`config.mk`:
```
export PLATFORM = sky130hd
export DESIGN_NAME = maxnet_input_loader
export DESIGN_NICKNAME = d
export VERILOG_FILES = /design/src/rtl/maxnet_input_loader.sv
export SDC_FILE = /design/constraint.sdc
export NUM_CORES = 1
export LEC_CHECK = 0
export ABC_AREA = 1
export CORE_UTILIZATION = 50
export CTS_CLUSTER_DIAMETER = 80
export DETAILED_ROUTE_END_ITERATION = 6
export GPL_ROUTABILITY_DRIVEN = 0
export PLACE_DENSITY_LB_ADDON = 0.15
export SYNTH_ARGS = -nofsm -noshare
export SYNTH_HDL_FRONTEND = slang
export SYNTH_SLANG_ARGS = --single-unit
```
`constraint.sdc`:
```
create_clock -name clk -period 1.44 [get_ports clk]
set_input_delay 0.36 -clock clk [delete_from_list [all_inputs] [get_ports clk]]
set_output_delay 0.36 -clock clk [all_outputs]
set_load 0.05 [all_outputs]
```
`src/rtl/maxnet_input_loader.sv`:
```
// Ping-pong input loader for the Maxnet datapath: packs four streamed words into a
// set, presents it on four buses and holds it until the datapath reports completion.
module maxnet_input_loader #(
  parameter int unsigned XLEN = 32
) (
  input  logic            clk,
  input  logic            rst,
  input  logic [XLEN-1:0] in_data,
  input  logic            in_valid,
  output logic            in_ready,
  input  logic            flush,
  output logic            set_valid,
  input  logic            set_ack,
  input  logic            proc_done,
  output logic [XLEN-1:0] readData1,
  output logic [XLEN-1:0] readData2,
  output logic [XLEN-1:0] readData3,
  output logic [XLEN-1:0] readData4,
  output logic            busy,
  output logic [1:0]      sets_pending
);

  localparam int unsigned NUM_BANKS = 2;
  localparam int unsigned NUM_WORDS = 4;

  typedef enum logic [1:0] {
    BANK_EMPTY   = 2'd0,
    BANK_FILLING = 2'd1,
    BANK_FULL    = 2'd2,
    BANK_BUSY    = 2'd3
  } bank_state_e;

  bank_state_e     state_q [NUM_BANKS];
  bank_state_e     state_d [NUM_BANKS];
  logic [XLEN-1:0] mem_q   [NUM_BANKS][NUM_WORDS];
  logic [XLEN-1:0] mem_d   [NUM_BANKS][NUM_WORDS];
  logic            wr_bank_q, wr_bank_d;
  logic            rd_bank_q, rd_bank_d;
  logic [1:0]      wr_cnt_q,  wr_cnt_d;

  logic            wr_fire_c;
  logic            rd_present_c;

  // State register; flush clears everything exactly like reset
  always_ff @(posedge clk) begin
    if (rst || flush) begin
      for (int b = 0; b < NUM_BANKS; b++) begin
        state_q[b] <= BANK_EMPTY;
        for (int w = 0; w < NUM_WORDS; w++) begin
          mem_q[b][w] <= '0;
        end
      end
      wr_bank_q <= 1'b0;
      rd_bank_q <= 1'b0;
      wr_cnt_q  <= 2'd0;
    end else begin
      for (int b = 0; b < NUM_BANKS; b++) begin
        state_q[b] <= state_d[b];
        for (int w = 0; w < NUM_WORDS; w++) begin
          mem_q[b][w] <= mem_d[b][w];
        end
      end
      wr_bank_q <= wr_bank_d;
      rd_bank_q <= rd_bank_d;
      wr_cnt_q  <= wr_cnt_d;
    end
  end

  // Status decode from registered state only
  always_comb begin
    in_ready     = (state_q[wr_bank_q] == BANK_EMPTY) || (state_q[wr_bank_q] == BANK_FILLING);
    set_valid    = (state_q[rd_bank_q] == BANK_FULL);
    busy         = (state_q[rd_bank_q] == BANK_BUSY);
    rd_present_c = set_valid || busy;
    sets_pending = 2'((state_q[0] != BANK_EMPTY) ? 1 : 0)
                 + 2'((state_q[1] != BANK_EMPTY) ? 1 : 0);
    wr_fire_c    = in_valid && in_ready;
  end

  // Next-state: write side and read side touch different banks, so both may act in one cycle
  always_comb begin
    state_d   = state_q;
    mem_d     = mem_q;
    wr_bank_d = wr_bank_q;
    rd_bank_d = rd_bank_q;
    wr_cnt_d  = wr_cnt_q;

    if (wr_fire_c) begin
      mem_d[wr_bank_q][wr_cnt_q] = in_data;
      wr_cnt_d = 2'(wr_cnt_q + 2'd1);
      if (wr_cnt_q == 2'd3) begin
        state_d[wr_bank_q] = BANK_FULL;
        wr_bank_d          = ~wr_bank_q;
      end else begin
        state_d[wr_bank_q] = BANK_FILLING;
      end
    end

    if (set_valid && set_ack) begin
      state_d[rd_bank_q] = BANK_BUSY;
    end else if (busy && proc_done) begin
      state_d[rd_bank_q] = BANK_EMPTY;
      rd_bank_d          = ~rd_bank_q;
    end
  end

  // Presented set: zero unless the read bank holds a complete set
  always_comb begin
    readData1 = rd_present_c ? mem_q[rd_bank_q][0] : '0;
    readData2 = rd_present_c ? mem_q[rd_bank_q][1] : '0;
    readData3 = rd_present_c ? mem_q[rd_bank_q][2] : '0;
    readData4 = rd_present_c ? mem_q[rd_bank_q][3] : '0;
  end

endmodule

```
# ---- Word level (Yosys, flattened, before mapping)
# Index checks and enable logic that the tools add are counted.
dict set report totals {
  word_cells 82
  out_inout_bits 133
  register_bits 264
  inputBits 38
}
dict set report classes {
  mux 28
  n_reduce_logical 14
  addsub 2
  n_eq_ne 4
  bitwise 15
  n_lt_le_gt_ge 6
}
# cell count
set ops {}
lappend ops {{$mux 128} 4}
lappend ops {{$bwmux 256} 1}
lappend ops {{$mux 32} 5}
lappend ops {{$demux 128 s1} 1}
lappend ops {{$demux 32 s2} 1}
lappend ops {{$mux 2} 8}
lappend ops {{$mux 4} 4}
lappend ops {{$eq 2x2->1 const B} 3}
lappend ops {{$logic_and 1x1->1} 6}
lappend ops {{$and 2x2->2} 2}
lappend ops {{$and 4x4->4} 1}
lappend ops {{$demux 2 s1} 2}
lappend ops {{$ge 2x2->1 const B} 2}
lappend ops {{$lt 2x1->1 const B} 2}
lappend ops {{$not 1->2} 2}
lappend ops {{$not 2->2} 2}
lappend ops {{$not 4->4} 1}
lappend ops {{$or 2x2->2} 2}
lappend ops {{$or 4x4->4} 1}
lappend ops {{$reduce_and 2->1} 2}
lappend ops {{$reduce_bool 2->1} 2}
lappend ops {{$ge 3x3->1 const B} 1}
lappend ops {{$logic_or 1x1->1} 3}
lappend ops {{$lt 3x1->1 const B} 1}
lappend ops {{7 further kinds} 10}

# ---- Logic depth before layout (Yosys ltp)
# Gate-level depths: netlist of run 1.
dict set report logic_depth {
  word_depth 12
  mapped_depth 9
  mapped_depth_nobuf 8
}

# ---- Worst setup path before layout of run 1
# OpenSTA, ideal clock, no wires.
dict set report synth_path {
  kind {register to output}
  from {reg rd_bank_q}
  to {out busy}
  setup_slack_ns -0.521
  path_buffers 2
  stages_incl_launch_ff 6
  arrival_time_ns 1.601
  required_time_ns 1.080
  cell_sequence {dfxtp_1 -> buf_2 -> o21ai_2 -> buf_2 -> inv_1 -> nor2_1}
}
dict set report synth_between {
  elab_chain_cells 5
}
# element line_no
set synth_lines {}
lappend synth_lines {{from (decl)} 38} ;# logic rd_bank_q, rd_bank_d;
lappend synth_lines {{from (signal assigned)} 64} ;# rd_bank_q <= rd_bank_d;
lappend synth_lines {{$not 1->2 (not written as such)} 73} ;# busy = (state_q[rd_bank_q] == BANK_BUSY);
lappend synth_lines {{$mux 2 (not written as such) (3 in series)} 73}
lappend synth_lines {{$eq 2x2->1} 73}
lappend synth_lines {{to (decl)} 19} ;# output logic busy,
# No other way between the ends. The select of a mux whose other input is x is not followed.

# ---- Worst setup path in the final report of run 1
dict set report layout_path {
  from {reg rd_bank_q}
  to {out readData3[16]}
}
dict set report layout_between {
  elab_chain_cells 7
  elab_cells_between_ends 11
  classes_between {eq/ne: 2; mux: 7; bitwise: 1; reduce/logical: 1}
}
# element line_no
set layout_lines {}
lappend layout_lines {{$not 1->2 (not written as such) *} {72, 73, 111}}
lappend layout_lines {{$mux 2 (not written as such) (3 in series)} {72, 73}}
lappend layout_lines {{$eq 2x2->1 (on tied branches)} {72, 73}}
lappend layout_lines {{$logic_or 1x1->1} 74} ;# rd_present_c = set_valid || busy;
lappend layout_lines {{$mux 32 *} 111} ;# readData3 = rd_present_c ? mem_q[rd_bank_q][2] : '0;
lappend layout_lines {{to (decl)} 17} ;# output logic [XLEN-1:0] readData3,
# Every way passes the cells marked *; elsewhere a longest branch is shown, timed or not. The select of a mux whose other input is x is not followed.

==> results of run 1 <==
## layer usage
layer,part of all wire (%),vias up,wire (um)
met1,33,6767,18400
li1,-,6100,-
met4,8.9,0,4940
met5,0,-,0
met2,44,1389,24500
met3,14,468,7840
## through the flow
| step | total power [W] | utilization, % | hold slack (ps) | setup WS (ps) |
|---|---|---|---|---|
| after floorplan | 0.00790 | - | 424 | -172 |
| after global placement | 0.00841 | 70.4 | 431 | -413 |
| after detailed placement | 0.00844 | 70.4 | 436 | -483 |
| after CTS | 0.0151 | 74.3 | 446 | -894 |
| after global routing | 0.0158 | 84.7 | 460 | -1150 |
| final | 0.0156 | 84.7 | 446 | -1170 |
## final timing paths
| path | from | to | slack [ps] | cells past startpoint |
|---|---|---|---|---|
| worst max-delay path | rd_bank_q$_SDFFE_PP0P_ | readData3[16] | -1170 | 6 |
| worst min-delay path | mem_q[236]$_SDFFE_PP0P_ | mem_q[236]$_SDFFE_PP0P_ | 450 | 2 |
| worst max register to register | rd_bank_q$_SDFFE_PP0P_ | state_q[1]$_SDFF_PP0_ | -300 | 11 |
| worst min register to register | mem_q[236]$_SDFFE_PP0P_ | mem_q[236]$_SDFFE_PP0P_ | 450 | 2 |
## layout by cell type (no fill, tap or decap), types with 48 or more instances in the layout
| master | synthesis | final |
|---|---|---|
| dfxtp_1 | 264 | 258 |
| inv_1 | 267 | 134 |
| o21ai_1 | 40 | 127 |
| clkinvlp_4 | 0 | 128 |
| clkbuf_16 | 0 | 62 |
| nand2_1 | 405 | 294 |
| nand2_2 | 4 | 67 |
| buf_4 | 11 | 50 |
| o21ai_0 | 221 | 86 |
| a21oi_1 | 261 | 217 |
| buf_12 | 11 | 179 |
| nand3_1 | 133 | 113 |
| o21ai_2 | 1 | 48 |
## worst register-to-register path, stage by stage, from the launching register on
cell and delay, ps:
dfxtp_4 360, buf_12 150, nand2_4 70, o21ai_4 60, buf_6 160, buf_12 170
buf_6 140, buf_4 120, nand3_1 100, buf_4 160, nor2_2 100, nor3_2 60
## timing repair
action,CTS,global route
gates cloned,0,50
buffers inserted,0,15
endpoints found under the setup margin,183,360
pin swaps,15,70
gates resized for setup,48,441
## cells by family after synthesis
kind of cell    Yosys count  share of synthesized area [%]
compound gates          525                           21.6
simple gates            559                           19.0
buf+inv                 409                           15.4
flops                   264                           43.3
fa+ha+maj                 6                          0.616
## Yosys cell counts
cell,count,area share (%)
o21ai_0,221,9.1
buf_12,11,1.8
inv_4,1,0.051
ha_1,6,0.62
or2_2,1,0.051
nor2_4,1,0.092
nor2_1,8,0.25
a21oi_1,261,11
dfxtp_1,264,43
o21ai_1,40,1.6
nand2_4,2,0.18
nand2_2,4,0.21
o21a_1,1,0.062
nand4_1,2,0.10
buf_1,5,0.15
buf_4,11,0.68
nand3_1,133,5.5
nor3_1,1,0.041
clkbuf_1,63,1.9
nand2_1,405,12
a41oi_1,1,0.072
inv_2,2,0.062
nor2_2,1,0.051
buf_6,9,0.83
buf_2,40,1.6
o21ai_2,1,0.072
nand3_4,1,0.14
inv_1,267,8.2
## power by group through the flow
stage          Clock [W]  Sequential (W)  Combinational (W)
2_1_floorplan          0         0.00754           0.000358
3_3_place_gp           0         0.00754           0.000873
3_5_place_dp           0         0.00754           0.000895
4_1_cts          0.00676         0.00738           0.000909
5_1_grt          0.00714         0.00739            0.00130
6_report         0.00693         0.00738            0.00129
## registers in the layout, summed over array words and instances (netlist names)
name,flops
rd_bank_q,1
wr_bank_q,1
state_q,4
wr_cnt_q,2
mem_q,256
## area by class of cell
| class | instances | area share, % |
|---|---|---|
| clock buffer | 36 | 3.68 |
| clock inverter | 7 | 0.480 |
| inverter | 270 | 7.61 |
| multi-input combinational | 1090 | 30.8 |
| sequential | 264 | 26.4 |
| tap | 319 | 1.99 |
| timing repair buffer | 340 | 29.0 |
| timing repair inverter | 1 | 0.0561 |
==> results_dict.tcl, run 1 <==
set metrics [dict create \
    status "complete, but fails checks" \
    failed_checks "design-rule violations, negative setup slack" \
    wl_mm 55.6 \
    setup_tns_ps -125450 \
    drt_iter0_drc 2222 \
    cp_data_required_time_ps 1080 \
    power_switching_w 0.00385 \
    syn_inst 1763 \
    p_sw_share_pct 24.7 \
    drc_errors 21 \
    worst_slew_pin_slew_ps 717 \
    grt_max_degree 63 \
    cp_max_fo 22 \
    final-seq-area_sq_mm 0.00530 \
    placed_cell_area_sq_mm 0.0167 \
    drv_slew 0 \
    timing.final.crit_share_pct 181 \
    slew_headroom_pct 51.9 \
    clock_path_buffers 3 \
    design_area_sq_mm 0.0201 \
    grt_setup_unrepaired "true" \
    cts_hold_buffers 0 \
    intPower_w 0.0118 \
    p_clk_share_pct 44.4 \
    worstHoldPathType "register to register" \
    cp_cell_sequence "buf_12, buf_16, o21ai_1, nand2_2, clkinvlp_4, buf_12" \
    critical_path_buf_inv_count 4 \
    yosysUniqueCellTypes 28 \
    root_buffer "clkbuf_16" \
    setup_viol 286 \
    fin_crit_ps 2610 \
    clock-skew-final_ps 23.0 \
    synth-seq-area-share_pct 43.3 \
    antenna_found_initial 1 \
    vdd.ir_drop.worst_uv 630 \
    slowest_stage "o21ai_1" \
    clock.fmax_ghz 0.384 \
    die-area_sq_mm 0.0250 \
    use_met1_pct 38.8 \
    grt.met3_usage_pct 3.94 \
    multiInputGateArea_sq_mm 0.00617 \
    grt_pass1_vias 11539 \
    core_area_sq_mm 0.0237 \
    cp-end-kind "primary output" \
    dr.pass1.iters 7 \
    grt_pass1_wl_mm 57.7 \
    grt_use_total_pct 28.6 \
    syn_area_sq_mm 0.0122 \
    worstSkewPairLatency_ps 540 \
    grt_busiest_layer "met2" \
    placed_cells 2219 \
    nets 2037 \
    die_x_um 158 \
    fin_cells 2327 \
    overflow 0 \
    cp_common_cell "buf_12" \
    finalHoldViolCount 0 \
    synth_area_per_cell_sq_um 6.92 \
    rows 56 \
    drtAntennaViolNets 0 \
    clk_pin_slew_worst_paths_ps 70 \
    fill_cells 1118 \
    cts_tree "built" \
    path_delay_family "compound AO/OA/AOI/OAI gates" \
    finalWorstSetupSlack_ps -1170 \
    cts_buffers 26 \
    pin_count 171 \
    start_kind "register" \
    synth_seq_cells 264 \
    cp_slowest_stage_delay_ps 590 \
    cts.sink_count 264 \
    power_frac_seq_pct 47.3 \
    power_density_mw_per_mm2 778 \
    critical_path_class "register to primary output" \
    yosysWarnings 0 \
    hpwl_mm 23.5 \
    arrival_ps 2250 \
    pwr-share-comb_pct 8.3 \
    cellLeakagePower_nw 6.97 \
    start_util_pct 51.5 \
    wire_per_inst_um 23.9 \
    port_buffers 170 \
    diodes 0 \
    via_per_inst 6.33 \
    drive_gt1_share_pct 36.3 \
    synth_nets 1807 \
    num_vias 14724 \
    drv_cap 0 \
    die_h_um 158 \
    syn_to_final_growth_pct 64.5 \
    met2_usage_pct 47.9 \
    cts_max_level 1 \
]
(Power assumes the default switching activity.)
==> run 2, diff against run 1 <==
--- a/config.mk
+++ b/config.mk
@@ -5,12 +5,11 @@
 export SDC_FILE = /design/constraint.sdc
 export NUM_CORES = 1
 export LEC_CHECK = 0
-export ABC_AREA = 1
-export CORE_UTILIZATION = 50
+export CORE_UTILIZATION = 49
 export CTS_CLUSTER_DIAMETER = 80
 export DETAILED_ROUTE_END_ITERATION = 6
 export GPL_ROUTABILITY_DRIVEN = 0
-export PLACE_DENSITY_LB_ADDON = 0.15
+export PLACE_DENSITY = 0.83
 export SYNTH_ARGS = -nofsm -noshare
 export SYNTH_HDL_FRONTEND = slang
 export SYNTH_SLANG_ARGS = --single-unit
==> run 2 against run 1 <==
  * The run still ends with design-rule violations, negative setup slack left
  * Clock skew shrank 5.5 ps
  * Largest cell class unchanged
  * Count of clock-buffer cells in the layout grew 8
  * First-iteration DRC count is 42% lower
  * Critical path depth up 1
  * Setup slack gained 220 ps
  * Non-clock buffer count is 22 lower
  * Register-to-register slack got worse by 160 ps
  * Global-route usage is 0.51 points lower
  * Largest power group unchanged
==> results_dict.tcl, run 2 <==
set metrics [dict create \
    status "complete, but fails checks" \
    failed_checks "design-rule violations, negative setup slack" \
    cp_slowest_stage_delay_ps 360 \
    drv_slew 0 \
    drc_errors 5 \
    synth-xor-area-share_pct 0 \
    p_clk_share_pct 45.6 \
    slowest_stage "dfxtp_4" \
    synthSimpleGateAreaFrac_pct 23.0 \
    power_density_mw_per_mm2 871 \
    syn_area_sq_mm 0.0118 \
    finalHoldViolCount 0 \
    wl_mm 41.7 \
    die-area_sq_mm 0.0247 \
    p_sw_share_pct 22.3 \
    timing.final.crit_share_pct 166 \
    final_common_cell "nand2_1" \
    drtAntennaViolNets 0 \
    syn_inst 1507 \
    grt_max_degree 53 \
    setup_tns_ps -189840 \
    root_buffer "clkbuf_16" \
    overflow 0 \
    via_per_inst 5.82 \
    yosysWarnings 0 \
    largest_reg_flops 256 \
    fin_cells 2035 \
    synth_common_cells "nand2_1, dfxtp_1, a21oi_1" \
    grt_setup_unrepaired "true" \
    critical_path_class "register to primary output" \
    hpwl_mm 22.3 \
    async_flop_share_pct 0 \
    start_kind "register" \
    cp_cell_sequence "and2b_2, a21oi_4, buf_12, buf_12, clkbuf_16, nor2_4, buf_8" \
    pwr-share-comb_pct 5.6 \
    die_x_um 157 \
    synthMuxAreaShare_pct 11.1 \
    worstSkewPairLatency_ps 540 \
    wire_per_inst_um 20.5 \
    fill_cells 1439 \
    path_delay_family "buffers and inverters" \
    finalWorstSetupSlack_ps -946 \
    drive_gt1_share_pct 32.9 \
    arrival_ps 2030 \
    diodes 0 \
    synth_ff_type "dfxtp_1" \
    synth_top_family_by_area "simple AND/OR/NAND/NOR gates" \
    synthAdderAreaFrac_pct 0.638 \
    antenna_found_initial 0 \
    cellLeakagePower_nw 5.48 \
    cts.sink_count 264 \
    clk_pin_slew_worst_paths_ps 70 \
    top_regs "mem_q (256), state_q (4), wr_cnt_q (2)" \
    synth_area_per_cell_sq_um 7.81 \
    synth_most_common_cell "nand2_1" \
    synth_top_area_share_pct 44.9 \
    reg2reg_slack_ps -460 \
    cts_buffers 26 \
    yosysUniqueCellTypes 32 \
    cts_max_level 1 \
    drt_iter0_drc 1283 \
    rows 56 \
    cts_hold_buffers 0 \
    die_h_um 157 \
    num_vias 11838 \
    core_area_sq_mm 0.0235 \
    power_frac_seq_pct 48.8 \
    synth-seq-area-share_pct 44.9 \
    crit_start "rd_bank_q$_SDFFE_PP0P_" \
    cp.depth 7 \
    cp_data_required_time_ps 1080 \
    yosys-top-cells-area "dfxtp_1, nand2_1, mux2i_1" \
    dr.pass1.iters 7 \
    pin_count 171 \
    drv_cap 0 \
    nets 1741 \
    rr_worst_depth 9 \
    synth_seq_cells 264 \
    vdd.ir_drop.worst_uv 706 \
    cts_tree "built" \
    grt_use_total_pct 28.1 \
    clock.fmax_ghz 0.419 \
    intPower_w 0.0117 \
    slew_headroom_pct 64.6 \
    rr_endpoint "mem_q[61]$_SDFFE_PP0P_" \
    layout_common_cells "nand2_1, dfxtp_1, a21oi_1" \
    port_buffers 170 \
    grt_pass1_vias 10656 \
    clock_path_buffers 3 \
    power_switching_w 0.00337 \
    grt_pass1_wl_mm 54.7 \
    critical_path_buf_inv_count 4 \
    cp-end-kind "primary output" \
    setup_viol 393 \
    start_util_pct 50.0 \
    setup.worst_path.end "readData4[22]" \
    cp_common_cell "buf_12" \
    synth_compound_area_share_pct 12.5 \
    cp_max_fo 7 \
    fin_crit_ps 2390 \
    worstHoldPathType "register to register" \
    synth_nets 1551 \
    synth_edf_count 0 \
    placed_cells 1951 \
    clock-skew-final_ps 17.5 \
    regMostFlops "mem_q" \
    syn_to_final_growth_pct 47.1 \
    r2r-start "state_q[1]$_SDFF_PP0_" \
    worst_slew_pin_slew_ps 530 \
    netlist.top_cell.by_area "dfxtp_1" \
]
==> run 2: changes by cell type after synthesis, moves of 40 or more <==
cell / previous run / this run
nand2_1: 405 / 516
o21ai_1: 40 / 0
mux2i_1: 0 / 131
inv_1: 267 / 4
buf_2: 40 / 81
nand3_1: 133 / 1
nor2_1: 8 / 133
o21ai_0: 221 / 2
==> run 2: layout make-up <==
type                    count  area, sq um  share of cell area, %
flip-flops and latches    264         5300                   30.6
repair buffers            318         3980                   23.0
well taps                 319          399                   2.30
clock buffers              44          830                   4.79
multi-input cells        1083         6760                   39.0
clock inverters             3         40.0                  0.231
inverters                   4         15.0                 0.0867
==> run 2: routing by layer <==
metal,global-route usage [%],up-vias,share of wire [%]
met4,11.9,0,5.2
met5,0,-,0
met3,3.61,180,9.0
met2,49.3,717,49
li1,-,5264,-
met1,34.5,5677,37
==> run 2: repair_timing <==
item                                    4_1_cts  5_1_grt
buffers inserted                              7        9
cloned                                        4       18
gates resized for setup                     103      235
endpoints found under the setup margin      384      393
pin swaps                                     5       43
==> run 2: worst min-delay path by stage <==
stage,end,cells past startpoint,from,slack (ps)
after detailed placement,mem_q[217]$_SDFFE_PP0P_,2,mem_q[217]$_SDFFE_PP0P_,450
after floorplan,mem_q[197]$_SDFFE_PP0P_,2,mem_q[197]$_SDFFE_PP0P_,430
after global placement,mem_q[143]$_SDFFE_PP0P_,2,mem_q[143]$_SDFFE_PP0P_,440
final,mem_q[114]$_SDFFE_PP0P_,2,mem_q[114]$_SDFFE_PP0P_,450
after global routing,mem_q[35]$_SDFFE_PP0P_,2,mem_q[35]$_SDFFE_PP0P_,470
after CTS,mem_q[19]$_SDFFE_PP0P_,2,mem_q[19]$_SDFFE_PP0P_,450
==> run 2: worst register-to-register path: cells and delay by family, from the launching register on <==
| kind | cells | cell delay [ps] |
|---|---|---|
| AOI/OAI and AO/OA | 1 | 160 |
| DFF | 1 | 370 |
| and+or+nand+nor | 2 | 520 |
| buffers and inverters | 6 | 760 |
==> run 2: metrics by stage <==
| step | instance area (sq um) | power [W] | util, % | hold slack, ps | setup WS [ps] |
|---|---|---|---|---|---|
| floorplan | 12400 | 0.00795 | - | 433 | -568 |
| global placement | 14600 | 0.00826 | 62.2 | 440 | -393 |
| detailed placement | 14600 | 0.00828 | 62.2 | 446 | -468 |
| CTS | 16000 | 0.0150 | 67.9 | 454 | -932 |
| global route | 17300 | 0.0154 | 73.6 | 468 | -988 |
| finish | 17300 | 0.0151 | 73.6 | 453 | -946 |
==> run 2: cell families after synthesis <==
family                     count (synthesis)
DFF                                      264
AOI/OAI and AO/OA                        268
buffers and inverters                    160
and+or+nand+nor                          678
muxes                                    131
adders and majority gates                  6
==> run 2: power by group through the flow <==
stage,clock [W],sequential [W],combinational [W]
after floorplan,0,0.00752,0.000429
after global placement,0,0.00753,0.000737
after detailed placement,0,0.00753,0.000751
after CTS,0.00685,0.00736,0.000776
after global routing,0.00721,0.00737,0.000872
final,0.00688,0.00737,0.000841
==> run 3, diff against run 2 <==
--- a/config.mk
+++ b/config.mk
@@ -5,6 +5,7 @@
 export SDC_FILE = /design/constraint.sdc
 export NUM_CORES = 1
 export LEC_CHECK = 0
+export CORE_ASPECT_RATIO = 0.8
 export CORE_UTILIZATION = 49
 export CTS_CLUSTER_DIAMETER = 80
 export DETAILED_ROUTE_END_ITERATION = 6
==> run 3 against run 2 <==
  * The run still ends with design-rule violations, negative setup slack left
  * Largest cell class unchanged
  * Hold slack better by 2.1 ps
  * Clock skew shrank 1.2 ps
  * Die area about the same
  * Sequential cell count is the same
  * Register-to-register slack better by 50 ps
==> results_dict.tcl, run 3 (synthesis results as in run 2) <==
set metrics [dict create \
    top_regs "mem_q (256), state_q (4), wr_cnt_q (2)" \
    die_x_um 175 \
    via_per_inst 6.35 \
    grt_pass1_wl_mm 65.4 \
    root_buffer "clkbuf_16" \
    cts.sink_count 264 \
    largest_reg_flops 256 \
    grt_use_total_pct 33.7 \
    critical_path_class "register to primary output" \
    start_util_pct 50.2 \
    die_h_um 141 \
    clock-skew-final_ps 16.2 \
    grt_max_degree 56 \
    hpwl_mm 23.3 \
    timing.final.crit_share_pct 170 \
    cp_slowest_stage_delay_ps 490 \
    wire_per_inst_um 25.6 \
    status "complete, but fails checks" \
    arrival_ps 2090 \
    cellLeakagePower_nw 5.92 \
    vdd.ir_drop.worst_uv 820 \
    cts_max_level 1 \
    cts_tree "built" \
    pwr-share-comb_pct 7.5 \
    clk_pin_slew_worst_paths_ps 60 \
    syn_to_final_growth_pct 53.0 \
    finalPower_w 0.0154 \
    drv_cap 0 \
    drive_gt1_share_pct 35.8 \
    drc_errors 2 \
    drt_iter0_drc 2202 \
    power_switching_w 0.00375 \
    clock.fmax_ghz 0.408 \
    rows 50 \
    grt_setup_unrepaired "true" \
    path_delay_family "buffers and inverters" \
    cp-end-kind "primary output" \
    cts_buffers 27 \
    cp_max_fo 15 \
    failed_checks "design-rule violations, negative setup slack" \
    num_vias 13243 \
    grt_pass1_vias 12018 \
    power_density_mw_per_mm2 853 \
    antenna_found_initial 1 \
    critical_path_buf_inv_count 3 \
    finalWorstSetupSlack_ps -1010 \
    core_area_sq_mm 0.0235 \
    wl_mm 53.4 \
    cp_data_required_time_ps 1080 \
    finalHoldViolCount 0 \
    worstHoldPathType "register to register" \
    fin_crit_ps 2450 \
    dr.pass1.iters 7 \
    cp_cell_sequence "buf_12, buf_4, mux2i_1, nor2_4, buf_6" \
    final_common_cell "nand2_1" \
    drv_slew 0 \
    port_buffers 170 \
    overflow 0 \
    worst_slew_pin_slew_ps 647 \
    layout_common_cells "nand2_1, dfxtp_1, a21oi_1" \
    worstSkewPairLatency_ps 550 \
    setup_viol 395 \
    clock_path_buffers 3 \
    regMostFlops "mem_q" \
    p_sw_share_pct 24.4 \
    post-route-util_pct 76.8 \
    intPower_w 0.0116 \
    power_frac_seq_pct 48.0 \
    nets 1802 \
    slew_headroom_pct 56.7 \
    slowest_stage "mux2i_1" \
    p_clk_share_pct 44.5 \
    start_kind "register" \
    die-area_sq_mm 0.0247 \
    drtAntennaViolNets 0 \
    pin_count 171 \
]
==> run 3: what timing repair did <==
| item | CTS | global route |
|---|---|---|
| pin swaps | 14 | 26 |
| gates resized for setup | 182 | 155 |
| hold buffers | 0 | 0 |
| setup buffers | 24 | 26 |
| setup endpoints to repair | 384 | 393 |
| cloned | 19 | 9 |
==> run 3: final timing paths <==
check | from | endpoint | slack [ps] | depth (start not counted)
worst max-delay path | rd_bank_q$_SDFFE_PP0P_ | readData2[15] | -1010 | 5
worst min register to register | mem_q[91]$_SDFFE_PP0P_ | mem_q[91]$_SDFFE_PP0P_ | 460 | 2
worst min-delay path | mem_q[91]$_SDFFE_PP0P_ | mem_q[91]$_SDFFE_PP0P_ | 460 | 2
worst max register to register | state_q[1]$_SDFF_PP0_ | mem_q[82]$_SDFFE_PP0P_ | -410 | 9
==> run 3: stage by stage <==
stage / TNS [ps] / instance area (sq um) / cells / hold slack [ps] / setup WS, ps
after floorplan: -45770 / 12400 / 1507 / 433 / -568
final: -176940 / 18000 / 2086 / 455 / -1010
after global placement: -117000 / 14800 / 1965 / 441 / -352
after CTS: -127920 / 17000 / 2052 / 454 / -855
after global routing: -184460 / 18000 / 2085 / 472 / -993
after detailed placement: -128000 / 14800 / 1965 / 446 / -426
==> run 3: per-layer routing <==
metal / up-vias / global-route usage [%] / part of all wire, %
met2: 1310 / 55.8 / 42
met5: - / 0 / 0
met1: 6090 / 41.3 / 34
met4: 0 / 16.8 / 8.7
li1: 5386 / - / -
met3: 457 / 7.34 / 15
==> run 3: worst reg2reg max path: stages, from the launching register on <==
cell	delay [ps]
dfxtp_2	340
buf_6	120
buf_8	120
bufbuf_16	260
nand4b_1	210
buf_6	170
buf_12	130
clkbuf_16	170
nand2_1	100
a21oi_1	90
==> run 3: power by group through the flow <==
stage               sequential, W  clock (W)  combinational [W]
CTS                       0.00737    0.00660           0.000893
floorplan                 0.00752          0           0.000429
global placement          0.00753          0           0.000754
detailed placement        0.00753          0           0.000764
finish                    0.00738    0.00684            0.00115
global route              0.00737    0.00709            0.00116
==> run 3: final cells by class <==
cell class	count	area [sq um]
diodes	1	2.50
clock buffers	38	757
clock inverters	6	57.6
fillers	1230	5450
inverters	4	22.5
multi-input cells	1083	6850
flip-flops and latches	264	5300
well taps	312	390
repair buffers	378	4630
